### config.mk
export PLATFORM = sky130hd
export DESIGN_NAME = param_shift_unit
export DESIGN_NICKNAME = d
export VERILOG_FILES = /design/src/rtl/param_shift_unit.sv
export SDC_FILE = /design/constraint.sdc
export NUM_CORES = 1
export LEC_CHECK = 0
export ABC_AREA = 1
export CAP_MARGIN = 10
export CORE_ASPECT_RATIO = 0.5
export CORE_MARGIN = 4
export CORE_UTILIZATION = 45
export CTS_CLUSTER_SIZE = 14
export DETAILED_ROUTE_END_ITERATION = 12
export PLACE_DENSITY = 0.76
export SLEW_MARGIN = 20
export SYNTH_ARGS = -nofsm -noshare
export SYNTH_HDL_FRONTEND = slang
export SYNTH_SLANG_ARGS = --single-unit
### constraint.sdc
create_clock -name clock -period 1.5 [get_ports clock]
set_input_delay 0.225 -clock clock [delete_from_list [all_inputs] [get_ports clock]]
set_output_delay 0.225 -clock clock [all_outputs]
set_load 0.01 [all_outputs]
### src/rtl/param_shift_unit.sv
// Sequenced shift/rotate unit: a start request either loads, retains, or runs a
// latched shift mode for 'amount' single-bit steps, then pulses done for one cycle.
module param_shift_unit #(
   parameter int WIDTH = 8,
   parameter int CNT_W = 4
) (
   input  logic             clock,
   input  logic             clear,
   input  logic             start,
   input  logic [2:0]       mode,
   input  logic [CNT_W-1:0] amount,
   input  logic             si,
   input  logic [WIDTH-1:0] par_in,
   output logic [WIDTH-1:0] par_out,
   output logic             so,
   output logic             busy,
   output logic             done
);

   // state   | meaning
   // S_IDLE  | waiting for start; decodes mode and amount
   // S_SHIFT | one 1-bit step per clock until the counter reaches 1
   // S_DONE  | single-cycle completion pulse
   typedef enum logic [1:0] {
      S_IDLE  = 2'd0,
      S_SHIFT = 2'd1,
      S_DONE  = 2'd2
   } state_t;

   localparam logic [2:0] M_LOAD = 3'b001;
   localparam logic [2:0] M_SHL  = 3'b010;
   localparam logic [2:0] M_SHR  = 3'b011;
   localparam logic [2:0] M_ROTL = 3'b100;
   localparam logic [2:0] M_ROTR = 3'b101;
   localparam logic [2:0] M_ASR  = 3'b110;

   state_t           state_q, state_d;
   logic [WIDTH-1:0] data_q, data_d;
   logic             so_q, so_d;
   logic [CNT_W-1:0] cnt_q, cnt_d;
   logic [2:0]       mode_q, mode_d;
   logic             busy_q, busy_d;
   logic             done_q, done_d;

   logic [WIDTH-1:0] step_data;
   logic             step_so;
   logic             is_shift;

   assign is_shift = (mode >= M_SHL) && (mode <= M_ASR);

   always_comb begin
      step_data = data_q;
      step_so   = so_q;
      case (mode_q)
         M_SHL: begin
            step_data = {data_q[WIDTH-2:0], si};
            step_so   = data_q[WIDTH-1];
         end
         M_SHR: begin
            step_data = {si, data_q[WIDTH-1:1]};
            step_so   = data_q[0];
         end
         M_ROTL: begin
            step_data = {data_q[WIDTH-2:0], data_q[WIDTH-1]};
            step_so   = data_q[WIDTH-1];
         end
         M_ROTR: begin
            step_data = {data_q[0], data_q[WIDTH-1:1]};
            step_so   = data_q[0];
         end
         M_ASR: begin
            step_data = {data_q[WIDTH-1], data_q[WIDTH-1:1]};
            step_so   = data_q[0];
         end
         default: begin
            step_data = data_q;
            step_so   = so_q;
         end
      endcase
   end

   always_comb begin
      state_d = state_q;
      data_d  = data_q;
      so_d    = so_q;
      cnt_d   = cnt_q;
      mode_d  = mode_q;
      case (state_q)
         S_IDLE: begin
            if (start) begin
               state_d = S_DONE;
               if (mode == M_LOAD) begin
                  data_d = par_in;
               end else if (is_shift && (amount != '0)) begin
                  state_d = S_SHIFT;
                  mode_d  = mode;
                  cnt_d   = amount;
               end
            end
         end
         S_SHIFT: begin
            data_d = step_data;
            so_d   = step_so;
            cnt_d  = cnt_q - CNT_W'(1);
            if (cnt_q == CNT_W'(1)) state_d = S_DONE;
         end
         S_DONE:  state_d = S_IDLE;
         default: state_d = S_IDLE;
      endcase
      // Outputs are registered from the next state so they line up with state_q.
      busy_d = (state_d != S_IDLE);
      done_d = (state_d == S_DONE);
   end

   always_ff @(posedge clock) begin
      if (clear) begin
         state_q <= S_IDLE;
         data_q  <= '0;
         so_q    <= 1'b0;
         cnt_q   <= '0;
         mode_q  <= 3'b000;
         busy_q  <= 1'b0;
         done_q  <= 1'b0;
      end else begin
         state_q <= state_d;
         data_q  <= data_d;
         so_q    <= so_d;
         cnt_q   <= cnt_d;
         mode_q  <= mode_d;
         busy_q  <= busy_d;
         done_q  <= done_d;
      end
   end

   assign par_out = data_q;
   assign so      = so_q;
   assign busy    = busy_q;
   assign done    = done_q;

endmodule

==> results.cfg <==
[logic_synthesis]
largest_family_of_logic_cells_by_synthesized_area = simple AND/OR/NAND/NOR gates
synth-compound-area-share_pct = 11.1
fraction_of_synthesized_cell_area_taken_by_the_top_area_cell_type_pct = 25.5
number_of_enable_type_register_cells_in_the_synthesized_netlist = 0
synthMuxAreaShare_pct = 0
synth_top_cell_by_area = dfxtp_1
synthFlopType = dfxtp_1
synth_commonest_cells = nand2_1, nand3_1, nor2_1
yosys_register_bits = 20
synthesis.area_per_instance_um2 = 6.45
sequential_area_share_after_synthesis_pct = 25.5
yosys.area_share.xor_xnor_pct = 0
post_synthesis_share_of_cell_area_spent_on_full_adders_half_adders_and_majority_gates_pct = 1.60
synthesis.yosys.warnings = 0
asyncSetResetFlopFracSynth_pct = 0
netlist_area_mm2 = 0.00157
syn-num-nets = 264
synth_cell_type_count = 29
synth.most_common_cell = nand2_1
synthCells = 243
ys_top_cells_by_area = dfxtp_1, nand2_1, nand3_1, nand4_1, nor2_1
post_synth_and_or_nand_nor_area_fraction_pct = 49.6

[timing]
timing.final.setup_violations = 0
rsz0062_at_grt = no
hold_violations = 0
max_freq_mhz = 689
relSlewSlack_pct = 76.2
period_minus_slack_ns = 1.45
tightestPinTransition_ns = 0.357
clock_skew_ns = 0.00494
slew_violations = 0
final.period_utilization_pct = 96.8

[worst_hold_path]
worstHoldPathType = reg -> reg

[place]
place.gp.congestion = 0.866
placement.io_buffers = 29
placed_cell_area_mm2 = 0.00195
hpwlAfterDp_mm = 2.97

[route]
drt-total-wl_mm = 4.12
first_pass_iters = 4
initialDrtViolationCount = 92
dr_total_vias = 1733
drc = 0
detail_route.vias_per_cell = 5.22
routedWlPerCell_um = 12.4
drtAntennaViolNets = 0

[power_and_ir_drop]
power.total_mw = 1.80
max_vdd_drop_mv = 0.459
cell_leakage_power_nw = 0.918
power_per_cell_area_mw_per_mm2 = 870

[cells_and_area]
seq_area_um2 = 408
synthToLayoutAreaGrowth_pct = 31.8
insertedDiodeCount = 0
final_layout_size_suffix_gt1_share_pct = 20.1
multi_input_comb_area_um2 = 976
fill_cells = 288
design_area_mm2 = 0.00207
finish.net_count = 306

[clocking]
htree_levels = 1
tritoncts.num_buffers = 3
cts_num_sinks = 20
tritoncts = done
clock_insertion_delay_worst_skew_ns = 0.27
clockBufferDepth = 2
clkTransAtPathRegs_ns = 0.08
ctsRootBufferMaster = clkbuf_8

[critical_path]
crit_arrival_ns = 1.23
crit_path_max_fanout = 7
timing.critical_path.from_type = flop
crit_path_cell_trace = clkdlybuf4s50_1
worstSetupPathType = reg -> out
cpLargestDelayFamily = buffers and inverters
worst-endpoint-required_ns = 1.27
slowest_delay_ns = 0.56
critical_path_buf_inv_count = 1
cp_slowest_cell = clkdlybuf4s50_1
worstSetupEndpointType = output pin

[floorplan]
die-width_um = 91.5
initial_utilization_pct = 49.4
num_rows = 14
ios = 30
floorplan.die_area_mm2 = 0.00455
design.core.area_mm2 = 0.00317
die_y_um = 49.7

[global_route]
global_route.usage.total_pct = 18.0
via_count_of_the_first_global_routing_pass = 1537
global_route_wire_length_before_repair_mm = 6.72
grt_antenna_before_repair = 0
globalRouteOverflowTotal = 0
pin_count_of_the_biggest_net_entering_global_routing = 21

[run_status]
status = completed

[job]
cap_viol_max_count = 0
==> per-layer routing <==
metal  wire length (um)  vias to the layer above  global-route usage [%]
li1                   -                      893                       -
met1               1820                      775                    22.3
met2               1990                       59                    31.2
met3                260                        6                    4.26
met4                 42                        0                    5.50
met5                  0                        -                       0
==> flip-flops by register name, indices dropped and copies added, names as in the netlist <==
signal	count
par_out	8
cnt_q	4
mode_q	3
state_q	2
busy	1
done	1
so	1
==> worst reg2reg max path, cell delays in order, from the launching register on <==
cell and delay [ns]:
dfxtp_1 0.48, nor2_4 0.06, buf_12 0.14, buf_4 0.17, or2_2 0.28, nand2_1 0.07
a21oi_1 0.05
==> layout by cell type (no fill, tap or decap), types with 2 or more instances in the layout <==
cell / n
nand2_1: 57
nand3_1: 32
clkdlybuf4s50_1: 29
nor2_1: 25
inv_1: 20
nand4_1: 20
buf_4: 18
dfxtp_1: 16
a21oi_1: 15
or2_2: 7
o21ai_0: 5
inv_2: 3
nand2_2: 3
inv_4: 3
nand2_4: 3
nand3_2: 3
clkbuf_8: 3
dfxtp_2: 3
nor2_4: 2
o21ai_1: 2
o21a_1: 2
a21oi_2: 2
ha_1: 2
==> per-stage QoR <==
| stage | std cells | hold slack (ns) | setup WS [ns] | utilization, % | TNS (ns) |
|---|---|---|---|---|---|
| 4_1_cts | 329 | 0.489 | 0.0249 | 63.9 | 0 |
| 2_1_floorplan | 243 | 0.393 | 0.295 | - | 0 |
| 5_1_grt | 332 | 0.523 | 0.0237 | 65.2 | 0 |
| 3_3_place_gp | 325 | 0.458 | -0.0423 | 61.6 | -0.0674 |
| 3_5_place_dp | 325 | 0.476 | -0.0847 | 61.6 | -0.289 |
| 6_report | 332 | 0.486 | 0.0480 | 65.2 | 0 |
==> report_power, final <==
group | internal [mW] | switching (mW) | leakage [nW]
Clock | 0.357 | 0.202 | 0.0357
Combinational | 0.277 | 0.325 | 0.716
Sequential | 0.582 | 0.0540 | 0.166
Total | 1.22 | 0.581 | 0.918
==> what timing repair did <==
action / in CTS / in global routing
resized for setup: 2 / 3
hold buffers: 0 / 0
pin swaps: 0 / 1
buffers inserted: 0 / 3
gates cloned: 0 / 0
setup endpoints to repair: 2 / 10
==> area by class of cell <==
cell class,instances,share of cell area (%)
multi-input cells,186,47.2
well taps,48,2.91
clock inverters,1,1.45
inverters,26,5.09
clock buffers,3,2.00
flip-flops and latches,20,19.7
repair buffers,48,21.6
==> cell families after synthesis <==
| logic type | after synthesis |
|---|---|
| AND/OR/NAND/NOR | 155 |
| AO/OA/AOI/OAI | 29 |
| buffers and inverters | 37 |
| adder cells (fa/ha/maj) | 2 |
| flip-flops | 20 |
==> final timing paths <==
check | start | endpoint | slack, ns | cells after the start
setup / recovery | par_out[4] | par_out[4] | 0.05 | 1
hold / removal | so | so | 0.49 | 2
setup reg to reg | state_q[1] | par_out[4] | 0.14 | 6
hold reg to reg | so | so | 0.49 | 2
(Power assumes the default switching activity.)
